File: src/rtl/uart_rx_byte.sv
// uart_rx_byte: 16x-oversampled UART byte receiver (8N1, or 8E1 when
// UART_RX_PARITY_EN is defined) with a level-valid / ack handshake.
//
// Ports:
//   clk          system clock, rising edge
//   rst          synchronous active-high reset
//   uart_in      raw asynchronous serial line, idles high
//   rx_data      last delivered byte, stable while rx_valid=1
//   rx_valid     byte available, held until rx_ack
//   rx_ack       consumer accepts the byte (only while rx_valid=1)
//   framing_err  sticky, stop bit sampled low
//   overrun      sticky, byte completed while rx_valid=1 and no ack
//   parity_err   sticky, even-parity mismatch (0 without parity build)
//   busy         receiver not idle
//
// Build option: UART_RX_PARITY_EN adds a PARITY state (8E1 frames).

module uart_rx_byte #(
  parameter int CLK_FREQ   = 100000000,
  parameter int BAUD       = 9600,
  parameter int OVERSAMPLE = 16
) (
  input  logic       clk,
  input  logic       rst,
  input  logic       uart_in,
  output logic [7:0] rx_data,
  output logic       rx_valid,
  input  logic       rx_ack,
  output logic       framing_err,
  output logic       overrun,
  output logic       parity_err,
  output logic       busy
);

  localparam int TICK_RATE = BAUD * OVERSAMPLE;
  localparam int TICK_DIV  =
    (CLK_FREQ + TICK_RATE / 2) / TICK_RATE;
  localparam int TW =
    (TICK_DIV > 1) ? $clog2(TICK_DIV) : 1;
  localparam int SW = $clog2(OVERSAMPLE);

  localparam logic [TW-1:0] TICK_MAX =
    TW'(TICK_DIV - 1);
  localparam logic [SW-1:0] SAMP_MAX =
    SW'(OVERSAMPLE - 1);
  localparam logic [SW-1:0] SAMP_HALF =
    SW'(OVERSAMPLE / 2 - 1);

`ifdef UART_RX_PARITY_EN
  typedef enum logic [2:0] {
    S_IDLE,
    S_START,
    S_DATA,
    S_PARITY,
    S_STOP,
    S_WAIT_HIGH
  } state_t;
`else
  typedef enum logic [2:0] {
    S_IDLE,
    S_START,
    S_DATA,
    S_STOP,
    S_WAIT_HIGH
  } state_t;
`endif

  state_t state_q, state_d;

  logic          sync1_q, sync2_q, prev_q;
  logic          s_in;
  logic [TW-1:0] tick_cnt_q, tick_cnt_d;
  logic          tick;
  logic [SW-1:0] samp_cnt_q, samp_cnt_d;
  logic [2:0]    bit_idx_q, bit_idx_d;
  logic [7:0]    shift_q, shift_d;
  logic [7:0]    rx_data_q, rx_data_d;
  logic          rx_valid_q, rx_valid_d;
  logic          ferr_q, ferr_d;
  logic          ovr_q, ovr_d;
  logic          deliver;
  logic          par_ok;

`ifdef UART_RX_PARITY_EN
  logic perr_q, perr_d;
  logic par_bad_q, par_bad_d;
  assign par_ok = ~par_bad_q;
`else
  assign par_ok = 1'b1;
`endif

  assign s_in = sync2_q;
  assign tick = (tick_cnt_q == TICK_MAX);

  always_ff @(posedge clk) begin
    if (rst) begin
      sync1_q    <= 1'b1;
      sync2_q    <= 1'b1;
      prev_q     <= 1'b1;
      state_q    <= S_IDLE;
      tick_cnt_q <= '0;
      samp_cnt_q <= '0;
      bit_idx_q  <= '0;
      shift_q    <= '0;
      rx_data_q  <= '0;
      rx_valid_q <= 1'b0;
      ferr_q     <= 1'b0;
      ovr_q      <= 1'b0;
`ifdef UART_RX_PARITY_EN
      perr_q     <= 1'b0;
      par_bad_q  <= 1'b0;
`endif
    end else begin
      sync1_q    <= uart_in;
      sync2_q    <= sync1_q;
      prev_q     <= sync2_q;
      state_q    <= state_d;
      tick_cnt_q <= tick_cnt_d;
      samp_cnt_q <= samp_cnt_d;
      bit_idx_q  <= bit_idx_d;
      shift_q    <= shift_d;
      rx_data_q  <= rx_data_d;
      rx_valid_q <= rx_valid_d;
      ferr_q     <= ferr_d;
      ovr_q      <= ovr_d;
`ifdef UART_RX_PARITY_EN
      perr_q     <= perr_d;
      par_bad_q  <= par_bad_d;
`endif
    end
  end

  always_comb begin
    state_d    = state_q;
    tick_cnt_d = tick ? '0 : tick_cnt_q + 1'b1;
    samp_cnt_d = samp_cnt_q;
    bit_idx_d  = bit_idx_q;
    shift_d    = shift_q;
    rx_data_d  = rx_data_q;
    rx_valid_d = rx_valid_q;
    ferr_d     = ferr_q;
    ovr_d      = ovr_q;
    deliver    = 1'b0;
`ifdef UART_RX_PARITY_EN
    perr_d     = perr_q;
    par_bad_d  = par_bad_q;
`endif

    unique case (state_q)
      S_IDLE: begin
        if (prev_q && !s_in) begin
          state_d    = S_START;
          samp_cnt_d = '0;
          // Restart the tick phase at the edge.
          tick_cnt_d = '0;
`ifdef UART_RX_PARITY_EN
          par_bad_d  = 1'b0;
`endif
        end
      end

      S_START: begin
        if (tick) begin
          if (samp_cnt_q == SAMP_HALF) begin
            samp_cnt_d = '0;
            if (!s_in) begin
              state_d   = S_DATA;
              bit_idx_d = '0;
            end else begin
              state_d = S_IDLE;
            end
          end else begin
            samp_cnt_d = samp_cnt_q + 1'b1;
          end
        end
      end

      S_DATA: begin
        if (tick) begin
          if (samp_cnt_q == SAMP_MAX) begin
            samp_cnt_d = '0;
            shift_d[bit_idx_q] = s_in;
            if (bit_idx_q == 3'd7) begin
`ifdef UART_RX_PARITY_EN
              state_d = S_PARITY;
`else
              state_d = S_STOP;
`endif
            end else begin
              bit_idx_d = bit_idx_q + 3'd1;
            end
          end else begin
            samp_cnt_d = samp_cnt_q + 1'b1;
          end
        end
      end

`ifdef UART_RX_PARITY_EN
      S_PARITY: begin
        if (tick) begin
          if (samp_cnt_q == SAMP_MAX) begin
            samp_cnt_d = '0;
            state_d    = S_STOP;
            // Even parity: data plus parity bit has an even count.
            if (^{shift_q, s_in}) begin
              par_bad_d = 1'b1;
              perr_d    = 1'b1;
            end
          end else begin
            samp_cnt_d = samp_cnt_q + 1'b1;
          end
        end
      end
`endif

      S_STOP: begin
        if (tick) begin
          if (samp_cnt_q == SAMP_MAX) begin
            samp_cnt_d = '0;
            if (s_in) begin
              // Back to IDLE at mid-stop so the next start
              // edge is caught.
              state_d = S_IDLE;
              deliver = par_ok;
            end else begin
              state_d = S_WAIT_HIGH;
              ferr_d  = 1'b1;
            end
          end else begin
            samp_cnt_d = samp_cnt_q + 1'b1;
          end
        end
      end

      S_WAIT_HIGH: begin
        // Hold off through a break until the line idles.
        if (s_in) begin
          state_d = S_IDLE;
        end
      end

      default: begin
        state_d = S_IDLE;
      end
    endcase

    if (rx_valid_q && rx_ack) begin
      rx_valid_d = 1'b0;
    end

    if (deliver) begin
      if (!rx_valid_q || rx_ack) begin
        rx_data_d  = shift_q;
        rx_valid_d = 1'b1;
      end else begin
        ovr_d = 1'b1;
      end
    end
  end

  assign rx_data     = rx_data_q;
  assign rx_valid    = rx_valid_q;
  assign framing_err = ferr_q;
  assign overrun     = ovr_q;
  assign busy        = (state_q != S_IDLE);
`ifdef UART_RX_PARITY_EN
  assign parity_err  = perr_q;
`else
  assign parity_err  = 1'b0;
`endif

endmodule

File: config.mk
export PLATFORM = sky130hd
export DESIGN_NAME = uart_rx_byte
export DESIGN_NICKNAME = d
export VERILOG_FILES = /design/src/rtl/uart_rx_byte.sv
export SDC_FILE = /design/constraint.sdc
export NUM_CORES = 1
export LEC_CHECK = 0
export ABC_CLOCK_PERIOD_IN_PS = 2250
export BUFFER_PORTS_ARGS = -buffer_cell sky130_fd_sc_hd__buf_2
export CAP_MARGIN = 20
export CORE_MARGIN = 2
export CORE_UTILIZATION = 58
export CTS_CLUSTER_DIAMETER = 100
export DETAILED_ROUTE_END_ITERATION = 7
export GPL_ROUTABILITY_DRIVEN = 0
export GPL_TIMING_DRIVEN = 0
export PLACE_DENSITY = 0.78
export SYNTH_ARGS = -nofsm -noshare
export SYNTH_HDL_FRONTEND = slang
export SYNTH_SLANG_ARGS = --single-unit
File: constraint.sdc
create_clock -name clk -period 2.25 [get_ports clk]
set_input_delay 0.675 -clock clk [delete_from_list [all_inputs] [get_ports clk]]
set_output_delay 0.675 -clock clk [all_outputs]
set_load 0.01 [all_outputs]
==> results.cfg, run 1 <==
[setup_path]
reg2reg_slack_ns = 0.10
reg2reg_to = bit_idx_q[2]
crit_type = flip-flop to flip-flop
worstSetupStartpointType = flip-flop
r2r-start = state_q[0]
reg2regPathDepth = 6
worstPathMaxFanout = 10
critPathRequiredTime_ns = 2.53
endpoint_kind = flip-flop
crit_arrival_ns = 2.42

[cts]
clock-root-buffer = clkbuf_4
holdBufCountCts = 0
cts_buffer_depth = 2
numClockSinks = 42
clkSlewWorstSetupHoldPaths_ns = 0.12
cts_buffers = 5
tritoncts = yes
clk_latency_ns = 0.34
h-tree-depth = 2

[hold_path]
hold_class = flip-flop to flip-flop
hold_start = sync1_q
min_to = s_in
whs_path_depth = 1

[cells_and_area]
multiInputGateArea_sq_um = 1142
drive_gt1_share_pct = 22.31
syn_to_final_growth_pct = 12.82
seqCellArea_sq_um = 842.1
nets = 259
fillCellCount = 311
diodes = 0

[grt]
grt_pass1_wl_microns = 6817
grt_overflow = 0
grt_antenna_before_repair = 0
grt_max_degree = 13
grt_util_all_layers_pct = 20.99
grt_pass1_vias = 1597

[synth]
synth_cell_types = 43
yosysTopAreaCell = dfxtp_1
synth_seq_area_share_pct = 40.83
synth_area_leaders = dfxtp_1 41%, mux2i_1 7.8%, nor2_1 6.9%
synth-main-ff-cell = dfxtp_1
yosys_warnings = 0
syn_avg_cell_area_sq_um = 9.073
synth_edf_count = 0
synth_top_area_share_pct = 40.83
synth_nets = 236
syn_area_sq_um = 2059
synth-async-reset-ratio_pct = 0
ys_ff_latch = 42
netlist_instances = 227
synth_common_cells = 42 x dfxtp_1, 38 x nor2_1, 16 x mux2i_1
synthMostInstantiatedCell = dfxtp_1

[route]
drc = 0
wl_per_cell_microns = 12.87
first_pass_iters = 4
vias = 1618
avgViaCountPerCell = 5.448
ant_nets = 0
drtIter0Drc = 126
wl_microns = 3822

[sta]
hold_viol = 0
fin_worst_skew_ns = 0.005802
fmax_mhz = 465.9
hold_slack_ns = 0.4264
finalMaxSlewViolations = 0
rsz0062_at_grt = yes
setup_viol = 0
relSlewSlack_pct = 66.44
fin_crit_sh_pct = 95.40
fin_crit_ns = 2.146
worst_slew_pin_slew_ns = 0.5034

[floorplanning]
row_count = 21
dieArea_sq_um = 4044
initial_utilization_pct = 61.24
pin_count = 17
core_sq_um = 3363
fp.dieW_microns = 63.59
die_y_microns = 63.59

[place]
port_buffers = 14
dp_hpwl_microns = 2662

[power]
pwr_density_cell_nw_per_um2 = 593.9
ir_drop_mv = 0.4164
power_uw = 1380
leakage_uw = 0.0008627

[status]
status = finished clean

[job]
drv_cap = 0
state kept, by name, indices dropped and copies added (netlist names):
signal	count
tick_cnt_q	10
rx_data	8
shift_q	8
samp_cnt_q	4
bit_idx_q	3
state_q	3
framing_err	1
overrun	1
prev_q	1
rx_valid	1
s_in	1
sync1_q	1
where the power goes:
group,total [uW],switching (uW),internal (uW)
Combinational,229,128,100
Sequential,770,9.58,760
Clock,382,230,152
placed cells by master (no fill, tap or decap), types with 6 or more instances in the layout:
master / n
buf_2: 14
or2_2: 7
dfxtp_1: 41
a21oi_1: 11
nand2_1: 13
mux2i_1: 16
nand3_1: 6
nand2b_1: 6
clkbuf_1: 6
nor2_1: 38
o21ai_0: 6
worst max path at each step:
stage | startpoint | endpoint | depth (start not counted)
floorplan | samp_cnt_q[0] | rx_data[0] | 6
global placement | samp_cnt_q[0] | rx_data[7] | 6
detailed placement | samp_cnt_q[0] | rx_data[7] | 6
CTS | samp_cnt_q[0] | shift_q[3] | 7
global route | tick_cnt_q[0] | shift_q[7] | 8
finish | state_q[0] | bit_idx_q[2] | 6
logic make-up (layout without fill, tap and decap cells):
family,Yosys count,in the layout,synth area share [%]
AOI/OAI and AO/OA,24,24,6.743
buffers and inverters,19,43,5.954
DFF,42,42,40.83
xor gates and xnor gates,9,9,3.827
muxes,18,18,8.870
and+or+nand+nor,109,109,30.56
other,1,1,0.1821
adders and majority gates,5,5,3.038
critical path: stages (launching register included):
cell,delay [ns]
dfxtp_1,0.31
clkbuf_1,0.17
or3b_1,0.40
clkbuf_1,0.19
clkbuf_2,0.29
or4_1,0.56
a21oi_1,0.16
timing repair:
| item | CTS | global route |
|---|---|---|
| gates resized for setup | 0 | 9 |
| endpoints found under the setup margin | 8 | 14 |
| setup buffers | 2 | 0 |
| pin swaps | 1 | 0 |
layout make-up:
class                           count  share of cell area, %
Multi-Input combinational cell    166                  49.17
Sequential cell                    42                  36.24
Buffer                             14                  4.523
Timing Repair Buffer               16                  4.200
Tap cell                           46                  2.477
Clock buffer                        7                  2.369
Inverter                            5                 0.8078
Clock inverter                      1                 0.2154
per-stage QoR:
stage               setup TNS (ns)  instance area, sq um  setup slack [ns]  util, %  instances
floorplan                        0                  2059            0.2035        -        227
global placement           -0.2577                  2187          -0.03748    65.03        287
detailed placement         -0.3762                  2187          -0.06451    65.03        287
CTS                              0                  2275           0.02530    67.63        297
global route              -0.04911                  2323          -0.01239    69.08        297
finish                           0                  2323            0.1036    69.08        297
per-layer routing:
| metal | track usage (%) | up-vias | part of all wire (%) |
|---|---|---|---|
| met3 | 5.000 | 9 | 3.8 |
| met4 | 6.522 | 0 | 1.7 |
| li1 | - | 823 | - |
| met2 | 35.39 | 27 | 47 |
| met1 | 26.47 | 759 | 47 |
| met5 | 0 | - | 0 |
Note: power is estimated with default switching activity, not from simulation.
==> inputs of run 2 (changes only) <==
==> config.mk (replaced) <==
export PLATFORM = sky130hd
export DESIGN_NAME = uart_rx_byte
export DESIGN_NICKNAME = d
export VERILOG_FILES = /design/src/rtl/uart_rx_byte.sv
export SDC_FILE = /design/constraint.sdc
export NUM_CORES = 1
export LEC_CHECK = 0
export ABC_CLOCK_PERIOD_IN_PS = 2500
export BUFFER_PORTS_ARGS = -buffer_cell sky130_fd_sc_hd__buf_2
export CAP_MARGIN = 20
export CORE_MARGIN = 2
export CORE_UTILIZATION = 60
export CTS_CLUSTER_DIAMETER = 100
export DETAILED_ROUTE_END_ITERATION = 7
export GPL_ROUTABILITY_DRIVEN = 0
export GPL_TIMING_DRIVEN = 0
export PLACE_DENSITY = 0.8
export SYNTH_ARGS = -nofsm -noshare
export SYNTH_HDL_FRONTEND = slang
export SYNTH_SLANG_ARGS = --single-unit
==> constraint.sdc (replaced) <==
create_clock -name clk -period 2.5 [get_ports clk]
set_input_delay 0.75 -clock clk [delete_from_list [all_inputs] [get_ports clk]]
set_output_delay 0.75 -clock clk [all_outputs]
set_load 0.05 [all_outputs]
==> run 2 against run 1 <==
Compared with the run above: non-clock buffer count down 2; power shrank 8.4%; largest cell class unchanged; via count fell by 1.5%; first-iteration DRC count down 16%; wire length is 1.3% lower; highest routed layer unchanged; clock-buffer cell count did not move; hold slack better by 0.0055 ns; sequential share of layout area rose by 1.2 points; fmax shrank 9.9%; final area down 3.3%; critical path depth stayed put; setup slack better by 0.015 ns.
==> results.cfg, run 2 (synthesis results as in run 1) <==
[status]
status = finished clean

[hold_path]
hold_class = flip-flop to flip-flop

[power]
swShare_pct = 28.24
leakage_uw = 0.0008301
seqPwrFrac_pct = 54.7
switchingPower_uw = 357.1
power_frac_comb_pct = 18.0
clkPwrFrac_pct = 27.3
pwr_density_cell_nw_per_um2 = 562.8
p_int_uw = 907.5
ir_drop_mv = 0.3828

[setup_path]
crit_type = flip-flop to flip-flop
crit_family = simple AND/OR/NAND/NOR gates
endpoint_kind = flip-flop
slowest_delay_ns = 0.59
worstPathMaxFanout = 8
crit_slowest_cell = or4_4
critPathRequiredTime_ns = 2.74
worstSetupStartpointType = flip-flop
path_cells = ha_1, nand3_1, or4_4, nor3_4, mux2i_1, nor2_1
crit_arrival_ns = 2.62
crit_buf_inv = 0

[floorplanning]
pin_count = 17
die_y_microns = 62.59
row_count = 21
fp.dieW_microns = 62.59
dieArea_sq_um = 3917
core_sq_um = 3311
initial_utilization_pct = 62.21

[cts]
h-tree-depth = 2
holdBufCountCts = 0
post_cts_resize_count = 0
clock-root-buffer = clkbuf_4
clkSlewWorstSetupHoldPaths_ns = 0.11
numClockSinks = 42
post_cts_buffers = 0
cts_buffers = 5
cts_buffer_depth = 2
tritoncts = yes
clk_latency_ns = 0.36

[cells_and_area]
diodes = 0
fillCellCount = 290
syn_to_final_growth_pct = 9.113
fin_cells = 295
nets = 257
largest_reg_flops = 10
fin_util_pct = 67.88
multiInputGateArea_sq_um = 1096
drive_gt1_share_pct = 19.28
final_common_cell = dfxtp_1
seqCellArea_sq_um = 840.8
final_cell_mix = 42 x dfxtp_1, 38 x nor2_1, 16 x mux2i_1
top_register = tick_cnt_q

[route]
drtIter0Drc = 106
wl_microns = 3771
ant_nets = 0
wl_per_cell_microns = 12.78
avgViaCountPerCell = 5.403
first_pass_iters = 4
vias = 1594
drc = 0

[sta]
fin_ws_ns = 0.1187
tns_ns = 0
finalMaxSlewViolations = 0
fmax_mhz = 419.9
fin_crit_ns = 2.381
hold_viol = 0
rsz0062_at_grt = no
relSlewSlack_pct = 60.33
fin_crit_sh_pct = 95.25
worst_slew_pin_slew_ns = 0.5950
setup_viol = 0
fin_worst_skew_ns = 0.008014

[place]
dp_hpwl_microns = 2698
port_buffers = 14
pre_cts_slack_ns = 0.1661
placed_cells = 287

[grt]
grt_overflow = 0
grt_pass1_wl_microns = 6624
grt_antenna_before_repair = 0
grt_util_all_layers_pct = 21.31
grt_max_degree = 13
grt_pass1_vias = 1498

[job]
drv_cap = 0
==> run 2: metrics by stage <==
stage                     total power [uW]  cell area (sq um)  hold WS (ns)
after global placement               928.5               2187        0.3970
final                                 1265               2247        0.4319
after CTS                             1277               2247        0.4355
after detailed placement             933.3               2187        0.4072
after floorplan                      887.5               2059        0.3895
after global routing                  1338               2247        0.4570
==> run 2: worst paths after layout <==
kind                                    start    endpoint  slack (ns)  cells after the start
worst max-delay path            samp_cnt_q[0]  rx_data[7]        0.12                      6
worst min register to register        sync1_q        s_in        0.43                      1
worst min-delay path                  sync1_q        s_in        0.43                      1
worst max register to register  samp_cnt_q[0]  rx_data[7]        0.12                      6
==> run 2: area by class of cell <==
cell class	instances	share of cell area [%]
clock buffer	7	2.450
timing repair buffer	14	3.118
clock inverter	1	0.2227
buffer	14	4.621
inverter	5	0.8352
tap	46	2.561
sequential	42	37.42
multi-input combinational	166	48.77
==> run 2: layer usage <==
metal / GRT usage, % / wire, microns / vias up
met5: 0 / 0 / -
met4: 8.056 / 59 / 0
met3: 5.946 / 148 / 6
met2: 34.95 / 1739 / 20
met1: 26.69 / 1824 / 748
li1: - / - / 820
==> run 2: power by group through the flow <==
stage                     Clock [uW]  Sequential [uW]  Combinational (uW)
after floorplan                    0              706                 182
after global placement             0              707                 221
after detailed placement           0              708                 226
after CTS                        359              692                 226
after global routing             388              694                 255
final                            345              692                 227
==> inputs of run 3 (changes only) <==
--- a/config.mk
+++ b/config.mk
@@ -15,6 +15,7 @@
 export GPL_ROUTABILITY_DRIVEN = 0
 export GPL_TIMING_DRIVEN = 0
 export PLACE_DENSITY = 0.8
+export RECOVER_POWER = 50
 export SYNTH_ARGS = -nofsm -noshare
 export SYNTH_HDL_FRONTEND = slang
 export SYNTH_SLANG_ARGS = --single-unit
==> run 3 against run 2 <==
Compared with the run above: clock power is essentially flat; combinational power is 3% lower; critical path depth unchanged; core utilization decreased by 1.3 points; global-route usage unchanged; hold slack is essentially flat; power is 0.44% lower; wire length down 0.77%; sequential power hardly changed; non-clock buffer count unchanged; sequential cell count is the same; cell count unchanged; critical endpoint unchanged.
==> results.cfg, run 3 (synthesis results as in run 1) <==
[floorplanning]
dieArea_sq_um = 3917
die_y_microns = 62.59
core_sq_um = 3311
row_count = 21
fp.dieW_microns = 62.59
pin_count = 17
initial_utilization_pct = 62.21

[cells_and_area]
final_cell_mix = 42 x dfxtp_1, 38 x nor2_1, 20 x clkbuf_1
diodes = 0
fillCellCount = 299
top_register = tick_cnt_q
syn_to_final_growth_pct = 7.047
fin_util_pct = 66.59
seqCellArea_sq_um = 840.8
final_common_cell = dfxtp_1
nets = 257
drive_gt1_share_pct = 13.65
multiInputGateArea_sq_um = 1096
largest_reg_flops = 10

[sta]
relSlewSlack_pct = 60.37
hold_viol = 0
finalMaxSlewViolations = 0
fin_worst_skew_ns = 0.008823
fin_crit_sh_pct = 94.82
tns_ns = 0
fin_ws_ns = 0.1294
rsz0062_at_grt = no
worst_slew_pin_slew_ns = 0.5945
fmax_mhz = 421.8
setup_viol = 0
fin_crit_ns = 2.371

[grt]
use_met2_pct = 34.95
grt_pass1_vias = 1498
grt_antenna_before_repair = 0
grtUsageMet1_pct = 26.69
grt_pass1_wl_microns = 6624
grt_overflow = 0
grt_most_used_layer = met2
use_met3_pct = 5.946
grt_max_degree = 13
grt_util_all_layers_pct = 21.31

[hold_path]
whs_path_depth = 1
hold_class = flip-flop to flip-flop

[setup_path]
worstPathMaxFanout = 8
path_cells = ha_1, nand3_1, or4_4, nor3_4, mux2i_1, nor2_1
reg2regPathDepth = 6
critPathRequiredTime_ns = 2.74
crit_arrival_ns = 2.61
cp_num_cells = 6
crit_buf_inv = 0
crit_family = simple AND/OR/NAND/NOR gates
worstSetupStartpointType = flip-flop
crit_slowest_cell = or4_4
slowest_delay_ns = 0.59
endpoint_kind = flip-flop
crit_type = flip-flop to flip-flop

[route]
vias = 1582
wl_microns = 3742
drtIter0Drc = 109
first_pass_iters = 4
ant_nets = 0
avgViaCountPerCell = 5.363
wl_per_cell_microns = 12.68
drc = 0

[status]
status = finished clean

[place]
dp_hpwl_microns = 2698
pre_cts_slack_ns = 0.1661
port_buffers = 14

[cts]
cts_buffer_depth = 2
numClockSinks = 42
post_cts_buffers = 0
clock-root-buffer = clkbuf_4
tritoncts = yes
clk_latency_ns = 0.36
post_cts_resize_count = 0
holdBufCountCts = 0
clkSlewWorstSetupHoldPaths_ns = 0.11
cts_buffers = 5
h-tree-depth = 2

[power]
leakage_uw = 0.0007646
ir_drop_mv = 0.3822
pwr_density_cell_nw_per_um2 = 571.1

[job]
drv_cap = 0
-- run 3: where the power goes --
| part | switching, uW | internal (uW) | leakage [uW] | total [uW] |
|---|---|---|---|---|
| clock | 210 | 136 | 0.0000353 | 346 |
| sequential | 8.00 | 684 | 0.000339 | 692 |
| combinational | 137 | 83.7 | 0.000390 | 221 |
-- run 3: worst paths after layout --
| kind | from | endpoint | slack [ns] |
|---|---|---|---|
| hold reg to reg | sync1_q | s_in | 0.43 |
| hold / removal | sync1_q | s_in | 0.43 |
| setup / recovery | samp_cnt_q[0] | rx_data[7] | 0.13 |
| setup reg to reg | samp_cnt_q[0] | rx_data[7] | 0.13 |
-- run 3: routing by layer --
metal	routed length, microns	part of all wire (%)
met4	56	1.5
met3	147	3.9
met2	1750	47
met1	1787	48
met5	0	0
-- run 3: through the flow --
step	hold slack (ns)	instance area, sq um	instances	power, uW
after detailed placement	0.4072	2187	287	933.3
after global placement	0.3970	2187	287	928.5
after CTS	0.4355	2247	295	1277
after global routing	0.4570	2205	295	1334
after floorplan	0.3895	2059	227	887.5
final	0.4320	2205	295	1259
-- run 3: cell type report --
type                            instances  share of cell area, %
Buffer                                 14                  3.405
Clock buffer                            7                  2.497
Clock inverter                          1                 0.2270
Inverter                                5                 0.8513
Multi-Input combinational cell        166                  49.72
Sequential cell                        42                  38.14
Tap cell                               46                  2.611
Timing Repair Buffer                   14                  2.554
-- run 3: worst reg2reg max path: stages (launching register included) --
cell and delay (ns):
dfxtp_1 0.39, ha_1 0.27, nand3_1 0.15, or4_4 0.59
nor3_4 0.52, mux2i_1 0.29, nor2_1 0.06
